$ cat config.mk
export PLATFORM = sky130hd
export DESIGN_NAME = slc3_control_fsm
export DESIGN_NICKNAME = d
export VERILOG_FILES = /design/src/rtl/slc3_pkg.sv /design/src/rtl/slc3_control_fsm.sv
export SDC_FILE = /design/constraint.sdc
export NUM_CORES = 1
export LEC_CHECK = 0
export ABC_AREA = 1
export BUFFER_PORTS_ARGS = -buffer_cell sky130_fd_sc_hd__clkbuf_2
export CORE_MARGIN = 3
export CORE_UTILIZATION = 46
export DETAILED_ROUTE_END_ITERATION = 16
export PLACE_DENSITY = 0.79
export RECOVER_POWER = 50
export SYNTH_ARGS = -nofsm -noshare
export SYNTH_HDL_FRONTEND = slang
export SYNTH_SLANG_ARGS = --single-unit
$ cat constraint.sdc
create_clock -name clk -period 1.5 [get_ports clk]
set_input_delay 0 -clock clk [delete_from_list [all_inputs] [get_ports clk]]
set_output_delay 0 -clock clk [all_outputs]
set_load 0.005 [all_outputs]
$ cat src/rtl/slc3_pkg.sv
// ============================================================================
// Module   : slc3_pkg
// Brief    : Shared SLC-3 encodings: control states, opcodes, mux selects.
// Revision : 1.0 - initial release
// ============================================================================
`default_nettype none

package slc3_pkg;

  typedef logic [4:0] state_t;

  localparam logic [4:0] ST_HALTED = 5'd0;
  localparam logic [4:0] ST_F1     = 5'd1;
  localparam logic [4:0] ST_F2     = 5'd2;
  localparam logic [4:0] ST_F3     = 5'd3;
  localparam logic [4:0] ST_DEC    = 5'd4;
  localparam logic [4:0] ST_ADD    = 5'd5;
  localparam logic [4:0] ST_AND    = 5'd6;
  localparam logic [4:0] ST_NOT    = 5'd7;
  localparam logic [4:0] ST_BR     = 5'd8;
  localparam logic [4:0] ST_BR_T   = 5'd9;
  localparam logic [4:0] ST_JMP    = 5'd10;
  localparam logic [4:0] ST_JSR1   = 5'd11;
  localparam logic [4:0] ST_JSR2   = 5'd12;
  localparam logic [4:0] ST_LDR1   = 5'd13;
  localparam logic [4:0] ST_LDR2   = 5'd14;
  localparam logic [4:0] ST_LDR3   = 5'd15;
  localparam logic [4:0] ST_STR1   = 5'd16;
  localparam logic [4:0] ST_STR2   = 5'd17;
  localparam logic [4:0] ST_STR3   = 5'd18;
  localparam logic [4:0] ST_PSE1   = 5'd19;
  localparam logic [4:0] ST_PSE2   = 5'd20;

  localparam logic [3:0] OP_BR  = 4'b0000;
  localparam logic [3:0] OP_ADD = 4'b0001;
  localparam logic [3:0] OP_JSR = 4'b0100;
  localparam logic [3:0] OP_AND = 4'b0101;
  localparam logic [3:0] OP_LDR = 4'b0110;
  localparam logic [3:0] OP_STR = 4'b0111;
  localparam logic [3:0] OP_NOT = 4'b1001;
  localparam logic [3:0] OP_JMP = 4'b1100;
  localparam logic [3:0] OP_PSE = 4'b1101;

  localparam logic [1:0] ALUK_ADD  = 2'b00;
  localparam logic [1:0] ALUK_AND  = 2'b01;
  localparam logic [1:0] ALUK_NOT  = 2'b10;
  localparam logic [1:0] ALUK_PASS = 2'b11;

  localparam logic [1:0] PCMUX_INC   = 2'b00;
  localparam logic [1:0] PCMUX_BUS   = 2'b01;
  localparam logic [1:0] PCMUX_ADDER = 2'b10;

  localparam logic [1:0] ADDR2_ZERO   = 2'b00;
  localparam logic [1:0] ADDR2_SEXT6  = 2'b01;
  localparam logic [1:0] ADDR2_SEXT9  = 2'b10;
  localparam logic [1:0] ADDR2_SEXT11 = 2'b11;

  // States that stall on the memory wait counter.
  function automatic logic is_mem_state(input state_t s);
    return (s == ST_F2) || (s == ST_LDR2) || (s == ST_STR3);
  endfunction

endpackage

`default_nettype wire

$ cat src/rtl/slc3_control_fsm.sv
// ============================================================================
// Module   : slc3_control_fsm
// Brief    : SLC-3 Moore control unit with parameterised memory wait states.
// Revision : 1.0 - initial release
// ============================================================================
`default_nettype none

module slc3_control_fsm
  import slc3_pkg::*;
#(
  parameter int MEM_WAIT = 2
) (
  input  logic        clk,
  input  logic        reset,
  input  logic        run,
  input  logic        cont,
  input  logic [15:0] ir,
  input  logic        ben,
  output logic        ld_mar,
  output logic        ld_mdr,
  output logic        ld_ir,
  output logic        ld_ben,
  output logic        ld_cc,
  output logic        ld_reg,
  output logic        ld_pc,
  output logic        ld_led,
  output logic        gate_pc,
  output logic        gate_mdr,
  output logic        gate_alu,
  output logic        gate_marmux,
  output logic [1:0]  pcmux,
  output logic        drmux,
  output logic        sr1mux,
  output logic        addr1mux,
  output logic [1:0]  addr2mux,
  output logic [1:0]  aluk,
  output logic        mio_en,
  output logic        mem_rd,
  output logic        mem_wr
);

  localparam logic [3:0] C_WAIT_LAST = 4'(MEM_WAIT - 1);

  state_t     r_state;
  state_t     w_next;
  logic [3:0] r_wait;
  logic       w_wait_done;
  logic [3:0] w_opcode;
  logic       w_unused_ir;

  assign w_opcode    = ir[15:12];
  assign w_unused_ir = ^ir[11:0];
  assign w_wait_done = (r_wait == C_WAIT_LAST);

  always_comb begin
    w_next = r_state;
    case (r_state)
      ST_HALTED: w_next = run ? ST_F1 : ST_HALTED;
      ST_F1:     w_next = ST_F2;
      ST_F2:     w_next = w_wait_done ? ST_F3 : ST_F2;
      ST_F3:     w_next = ST_DEC;
      ST_DEC: begin
        case (w_opcode)
          OP_ADD:  w_next = ST_ADD;
          OP_AND:  w_next = ST_AND;
          OP_NOT:  w_next = ST_NOT;
          OP_BR:   w_next = ST_BR;
          OP_JMP:  w_next = ST_JMP;
          OP_JSR:  w_next = ST_JSR1;
          OP_LDR:  w_next = ST_LDR1;
          OP_STR:  w_next = ST_STR1;
          OP_PSE:  w_next = ST_PSE1;
          default: w_next = ST_F1;
        endcase
      end
      ST_ADD, ST_AND, ST_NOT, ST_BR_T, ST_JMP, ST_JSR2, ST_LDR3:
                 w_next = ST_F1;
      ST_BR:     w_next = ben ? ST_BR_T : ST_F1;
      ST_JSR1:   w_next = ST_JSR2;
      ST_LDR1:   w_next = ST_LDR2;
      ST_LDR2:   w_next = w_wait_done ? ST_LDR3 : ST_LDR2;
      ST_STR1:   w_next = ST_STR2;
      ST_STR2:   w_next = ST_STR3;
      ST_STR3:   w_next = w_wait_done ? ST_F1 : ST_STR3;
      ST_PSE1:   w_next = cont ? ST_PSE2 : ST_PSE1;
      ST_PSE2:   w_next = cont ? ST_PSE2 : ST_F1;
      default:   w_next = ST_HALTED;
    endcase
  end

  // Counter runs only while a memory state holds; any state change clears it.
  always_ff @(posedge clk or posedge reset) begin
    if (reset) begin
      r_state <= ST_HALTED;
      r_wait  <= 4'd0;
    end else begin
      r_state <= w_next;
      r_wait  <= (is_mem_state(r_state) && (w_next == r_state)) ? r_wait + 4'd1 : 4'd0;
    end
  end

  always_comb begin
    ld_mar      = 1'b0;
    ld_mdr      = 1'b0;
    ld_ir       = 1'b0;
    ld_ben      = 1'b0;
    ld_cc       = 1'b0;
    ld_reg      = 1'b0;
    ld_pc       = 1'b0;
    ld_led      = 1'b0;
    gate_pc     = 1'b0;
    gate_mdr    = 1'b0;
    gate_alu    = 1'b0;
    gate_marmux = 1'b0;
    pcmux       = PCMUX_INC;
    drmux       = 1'b0;
    sr1mux      = 1'b0;
    addr1mux    = 1'b0;
    addr2mux    = ADDR2_ZERO;
    aluk        = ALUK_ADD;
    mio_en      = 1'b0;
    mem_rd      = 1'b0;
    mem_wr      = 1'b0;
    case (r_state)
      ST_F1: begin
        gate_pc = 1'b1;
        ld_mar  = 1'b1;
        ld_pc   = 1'b1;
        pcmux   = PCMUX_INC;
      end
      ST_F2, ST_LDR2: begin
        mem_rd = 1'b1;
        ld_mdr = 1'b1;
      end
      ST_F3: begin
        gate_mdr = 1'b1;
        ld_ir    = 1'b1;
      end
      ST_DEC: ld_ben = 1'b1;
      ST_ADD, ST_AND, ST_NOT: begin
        sr1mux   = 1'b1;
        drmux    = 1'b1;
        gate_alu = 1'b1;
        ld_reg   = 1'b1;
        ld_cc    = 1'b1;
        aluk     = (r_state == ST_ADD) ? ALUK_ADD :
                   (r_state == ST_AND) ? ALUK_AND : ALUK_NOT;
      end
      ST_BR_T: begin
        addr1mux = 1'b1;
        addr2mux = ADDR2_SEXT9;
        pcmux    = PCMUX_ADDER;
        ld_pc    = 1'b1;
      end
      ST_JMP: begin
        sr1mux = 1'b1;
        pcmux  = PCMUX_ADDER;
        ld_pc  = 1'b1;
      end
      ST_JSR1: begin
        gate_pc = 1'b1;
        ld_reg  = 1'b1;
      end
      ST_JSR2: begin
        addr1mux = 1'b1;
        addr2mux = ADDR2_SEXT11;
        pcmux    = PCMUX_ADDER;
        ld_pc    = 1'b1;
      end
      ST_LDR1, ST_STR1: begin
        sr1mux      = 1'b1;
        addr2mux    = ADDR2_SEXT6;
        gate_marmux = 1'b1;
        ld_mar      = 1'b1;
      end
      ST_LDR3: begin
        gate_mdr = 1'b1;
        drmux    = 1'b1;
        ld_reg   = 1'b1;
        ld_cc    = 1'b1;
      end
      ST_STR2: begin
        aluk     = ALUK_PASS;
        gate_alu = 1'b1;
        mio_en   = 1'b1;
        ld_mdr   = 1'b1;
      end
      ST_STR3: mem_wr = 1'b1;
      ST_PSE1: ld_led = 1'b1;
      default: ;
    endcase
  end

endmodule

`default_nettype wire

==> results of run 1 <==
metrics by stage:
step | setup TNS [ns] | power (W)
global route | -1.94 | 0.00235
finish | -0.585 | 0.00220
CTS | 0 | 0.00194
detailed placement | -0.155 | 0.00161
floorplan | 0 | 0.00110
global placement | -0.00856 | 0.00159
power groups by stage:
stage	clock network [W]	registers [W]	logic [W]
2_1_floorplan	0	0.000388	0.000712
3_3_place_gp	0	0.000422	0.00117
3_5_place_dp	0	0.000423	0.00118
4_1_cts	0.000192	0.000434	0.00131
5_1_grt	0.000206	0.000462	0.00169
6_report	0.000194	0.000450	0.00155
layout make-up:
cell class              instances  share of cell area (%)
repair buffers                 56                    24.8
inverters                      27                    7.15
multi-input cells             109                    47.7
clock buffers                   4                    1.85
well taps                      25                    2.21
flip-flops and latches          9                    16.3
repair_timing:
| action | CTS | global route |
|---|---|---|
| endpoints found under the setup margin | 21 | 24 |
| resized for setup | 15 | 19 |
| endpoints found under the hold margin | 10 | 0 |
| setup buffers | 4 | 6 |
| pin swaps | 1 | 6 |
| cloned | 0 | 0 |
| hold buffers | 2 | 0 |
registers in the layout (all words and copies together) (netlist names):
signal   cells
r_state      5
r_wait       4
critical path: stages, from the launching register on:
cell and delay, ns:
dfrtp_2 0.45, inv_1 0.07, nor2_1 0.20, nand3_1 0.16
inv_1 0.13, nor2_2 0.04, buf_4 0.13, nand2_1 0.04
clkbuf_2 0.10
placed cells by master, fill, tap and decap left out, types with 2 or more instances in the layout:
cell / count
inv_2: 8
buf_4: 22
nand3_2: 4
ha_1: 6
a21oi_1: 2
inv_1: 19
nand4_1: 4
nand2_1: 30
dfrtp_1: 4
clkbuf_2: 30
nand3_1: 15
nand2_2: 4
nor3_2: 2
nor2_2: 8
nor2_1: 13
clkbuf_4: 3
dlygate4sd3_1: 2
dfrtp_2: 5
o2111ai_1: 3
nor2_4: 6
metal layers:
layer	vias to the layer above	track usage (%)	wire length, µm
met5	-	0	0
met3	6	4.37	195
met4	0	7.86	45
met2	46	41.9	1560
li1	592	-	-
met1	565	29.0	1270
final timing paths:
kind,slack (ns),depth (start not counted),from,end
setup / recovery,-0.10,8,r_state[1],ld_mdr
hold / removal,0.05,3,ben,r_state[3]
setup reg to reg,-0.07,9,r_state[3],r_wait[0]
hold reg to reg,0.51,1,r_wait[0],r_wait[0]
max in group asynchronous,0.99,3,reset,r_state[3]
min in group asynchronous,0.23,3,reset,r_wait[1]
cells by family (layout without fill, tap and decap cells):
kind of cell	Yosys count	count (layout)	synth area share, %
AND/OR/NAND/NOR	89	89	45.3
buffers and inverters	30	87	13.1
AO/OA/AOI/OAI	11	11	7.66
flip-flops	9	9	23.8
adder cells (fa/ha/maj)	6	6	7.93
XOR/XNOR	2	2	1.85
other	1	1	0.396
==> results.yml, run 1 <==
placement:
  place_inst: 214
  dpl.hpwl_um: 2160
  post-place-ws_ns: -0.0450
  place.gp.congestion: 0.871
  placed_area_mm2: 0.00121
  numPortBuffers: 31
synthesis:
  synth_area_leaders: "dfrtp_1 24%, nand2_1 12%, inv_1 9.5%, nor2_1 9.1%, nand3_1 8.5%"
  synth_fp_nets: 175
  ys_ff_latch: 9
  synth_flop_cell: "dfrtp_1"
  synthTopCellsByCount: "31 x nand2_1, 24 x inv_1, 23 x nor2_1, 16 x nand3_1, 9 x dfrtp_1"
  synthArstFlopShare_pct: 100
  synthMostInstantiatedCell: "nand2_1"
  syn_inst: 148
  synth_top_area_cell: "dfrtp_1"
  yosysWarnings: 0
  synth_cell_types: 25
  syn_area_um2: 947
  synth_edf_count: 0
  synth_top_area_share_pct: 23.8
  synth.avg_cell_area_um2: 6.40
  ys_seq_area_share_pct: 23.8
grt:
  antenna_found_initial: 0
  grt_pass1_wl_um: 4790
  overflow: 0
  grt_pass1_vias: 1137
  grt_max_degree: 10
  grtUsageTotal_pct: 23.9
layout:
  drive_gt1_share_pct: 47.3
  final_area_mm2: 0.00142
  final_cells: 230
  regArea_um2: 231
  nets: 233
  syn_to_final_growth_pct: 49.7
  fillers: 143
  multi_input_area_um2: 676
  antenna_cells: 0
  utilization_pct: 77.1
floorplan:
  core_area_mm2: 0.00184
  die_area_mm2: 0.00264
  initial_core_util_pct: 51.5
  die_h_um: 51.4
  die_w_um: 51.4
  io_pins: 45
  num_rows: 15
power:
  switching_power_w: 0.00109
  p_leak_nw: 0.850
  p_int_w: 0.00111
  pwr_density_cell_mw_per_mm2: 1550
  seqPwrFrac_pct: 20.5
  switching_share_pct: 49.6
  comb_power_share_pct: 70.7
  max-vdd-ir-drop_v: 0.00103
  power_frac_clock_pct: 8.8
route:
  drtPass1Iterations: 4
  antenna_left: 0
  routedWlPerCell_um: 13.3
  drt-initial-drc-count: 34
  vias: 1209
  drc: 0
  wirelength_um: 3070
  via_per_inst: 5.26
sta:
  setup_viol: 14
  grt_setup_unrepaired: "true"
  hold_ws_ns: 0.0524
  timing.final.crit_share_pct: 107
  period_minus_slack_ns: 1.60
  clock.fmax_mhz: 625
  timing.final.hold_violations: 0
  skew_ns: 0.00195
  fin_ws_ns: -0.101
  drv_slew: 0
setup_path:
  cp_max_fo: 6
  worstPathRequired_ns: 1.50
  cp-end-kind: "output pin"
  crit_type: "register to output pin"
  crit_arrival_ns: 1.60
  startpoint_type: "register"
clocking:
  clk_pin_slew_ns: 0.06
  cts_made_buffers: 3
  clk_path_buf_depth: 2
  h-tree-depth: 1
  clock-sinks: 9
  cts_tree: "yes"
  cts_root_buf: "clkbuf_4"
  clk_latency_ns: 0.26
outcome:
  violations: "setup timing"
  status: "finished with violations"
job:
  max_cap_violations: 0
worst_hold_path:
  hold_path.class: "input pin to register"
Power figures use the tool's default switching activity.
==> run 2, diff against run 1 <==
- CORE_MARGIN: 3 -> 2
- PLACE_DENSITY: 0.79 -> 0.84
==> results.yml, run 2 (synthesized netlist as in run 1, its figures left out) <==
outcome:
  status: "finished with violations"
  violations: "setup timing"
layout:
  fillers: 158
  regArea_um2: 231
  multi_input_area_um2: 676
  final_cell_mix: "31 x clkbuf_2, 27 x nand2_1, 22 x buf_4, 18 x inv_1, 16 x nand3_1"
  final_common_cell: "clkbuf_2"
  final_area_mm2: 0.00142
  syn_to_final_growth_pct: 50.3
  reg_top3: "r_state x5, r_wait x4"
  largest_reg_flops: 5
  drive_gt1_share_pct: 48.8
  utilization_pct: 73.3
  largest_register: "r_state"
  antenna_cells: 0
  nets: 233
placement:
  numPortBuffers: 31
  dpl.hpwl_um: 2070
  post-place-ws_ns: -0.00692
  placed_area_mm2: 0.00121
  place.gp.congestion: 0.916
grt:
  overflow: 0
  grt_pass1_wl_um: 4560
  grtUsageTotal_pct: 23.4
  grt_pass1_vias: 1097
  grt_max_degree: 10
  antenna_found_initial: 0
setup_path:
  rr_endpoint: "r_wait[3]"
  crit_start: "r_state[3]"
  reg2reg_depth: 9
  crit_arrival_ns: 1.67
  timing.rr.start: "r_state[3]"
  crit_end: "r_wait[3]"
  startpoint_type: "register"
  r2r_slack_ns: -0.02
  crit_type: "register to register"
  worstPathRequired_ns: 1.65
  cp-end-kind: "register"
  cp_max_fo: 5
route:
  vias: 1193
  drt-initial-drc-count: 29
  via_per_inst: 5.14
  routedWlPerCell_um: 12.3
  wirelength_um: 2860
  antenna_left: 0
  drc: 0
  drtPass1Iterations: 4
sta:
  grt_setup_unrepaired: "true"
  drv_slew: 0
  setup_viol: 7
  clock.fmax_mhz: 659
  skew_ns: 0.00714
  timing.final.crit_share_pct: 101
  fin_ws_ns: -0.0185
  timing.final.hold_violations: 0
  period_minus_slack_ns: 1.52
power:
  pwr_density_cell_mw_per_mm2: 1520
  max-vdd-ir-drop_v: 0.000968
  p_leak_nw: 0.861
  design_power_total_w: 0.00217
clocking:
  clk_path_buf_depth: 2
  clk_latency_ns: 0.27
  cts_tree: "yes"
  clk_pin_slew_ns: 0.07
  clock-sinks: 9
  h-tree-depth: 1
  cts_made_buffers: 3
  cts_root_buf: "clkbuf_4"
worst_hold_path:
  hold_path.class: "input pin to register"
floorplan:
  num_rows: 16
  die_w_um: 49.4
  die_h_um: 49.4
  die_area_mm2: 0.00244
  initial_core_util_pct: 48.8
  core_area_mm2: 0.00194
  io_pins: 45
job:
  max_cap_violations: 0
==> run 2: cell count changes in the layout (fill, tap and decap cells not counted), sizes merged <==
cell	before	now
buf	24	23
clkinv	0	1
==> run 2: through the flow <==
stage	hold slack (ns)	setup TNS, ns	std cells
finish	0.0328	-0.0739	232
global route	0.0413	-1.51	232
CTS	0.0324	-0.107	224
detailed placement	-0.0423	-0.00736	216
global placement	-0.0623	0	216
floorplan	-0.172	0	148
==> run 2: layer usage <==
layer / up-vias / wire, µm / GRT usage, %
met3: 2 / 161 / 3.07
met1: 559 / 1200 / 29.4
li1: 588 / - / -
met5: - / 0 / 0
met4: 0 / 7 / 4.63
met2: 44 / 1500 / 42.6
==> run 2: worst min path at each step <==
| stage | slack (ns) | from | to | depth (start not counted) |
|---|---|---|---|---|
| 2_1_floorplan | -0.17 | reset | r_state[0] | 1 |
| 3_3_place_gp | -0.06 | reset | r_wait[0] | 2 |
| 3_5_place_dp | -0.04 | reset | r_wait[2] | 2 |
| 4_1_cts | 0.03 | ben | r_state[3] | 3 |
| 5_1_grt | 0.04 | ben | r_state[3] | 3 |
| 6_report | 0.03 | ben | r_state[3] | 3 |
==> run 2: where the power goes <==
| part | internal (W) | switching (W) | leakage, nW |
|---|---|---|---|
| Sequential | 0.000320 | 0.000147 | 0.114 |
| Clock | 0.0000985 | 0.0000918 | 0.0177 |
| Combinational | 0.000695 | 0.000818 | 0.729 |
==> run 2: cell type report <==
| class | instances | area share, % |
|---|---|---|
| multi-input cells | 109 | 47.5 |
| well taps | 27 | 2.37 |
| clock buffers | 3 | 1.58 |
| clock inverters | 1 | 0.351 |
| inverters | 27 | 7.29 |
| repair buffers | 56 | 24.7 |
| flip-flops and latches | 9 | 16.3 |
==> run 2: critical path, cell delays in order (launching register included) <==
cell and delay, ns:
dfrtp_2 0.46, nor2_4 0.18, buf_4 0.14, nand3_1 0.13, a21oi_2 0.17, nor2_1 0.06
nand3_2 0.07, nand2_1 0.06, nand2_2 0.09, nor2_1 0.05
==> run 2: repair_timing <==
| item | CTS | global route |
|---|---|---|
| pin swaps | 1 | 8 |
| setup buffers | 2 | 8 |
| hold buffers | 2 | 0 |
| resized for setup | 11 | 24 |
| endpoints found under the setup margin | 19 | 20 |
| hold endpoints to repair | 10 | 0 |
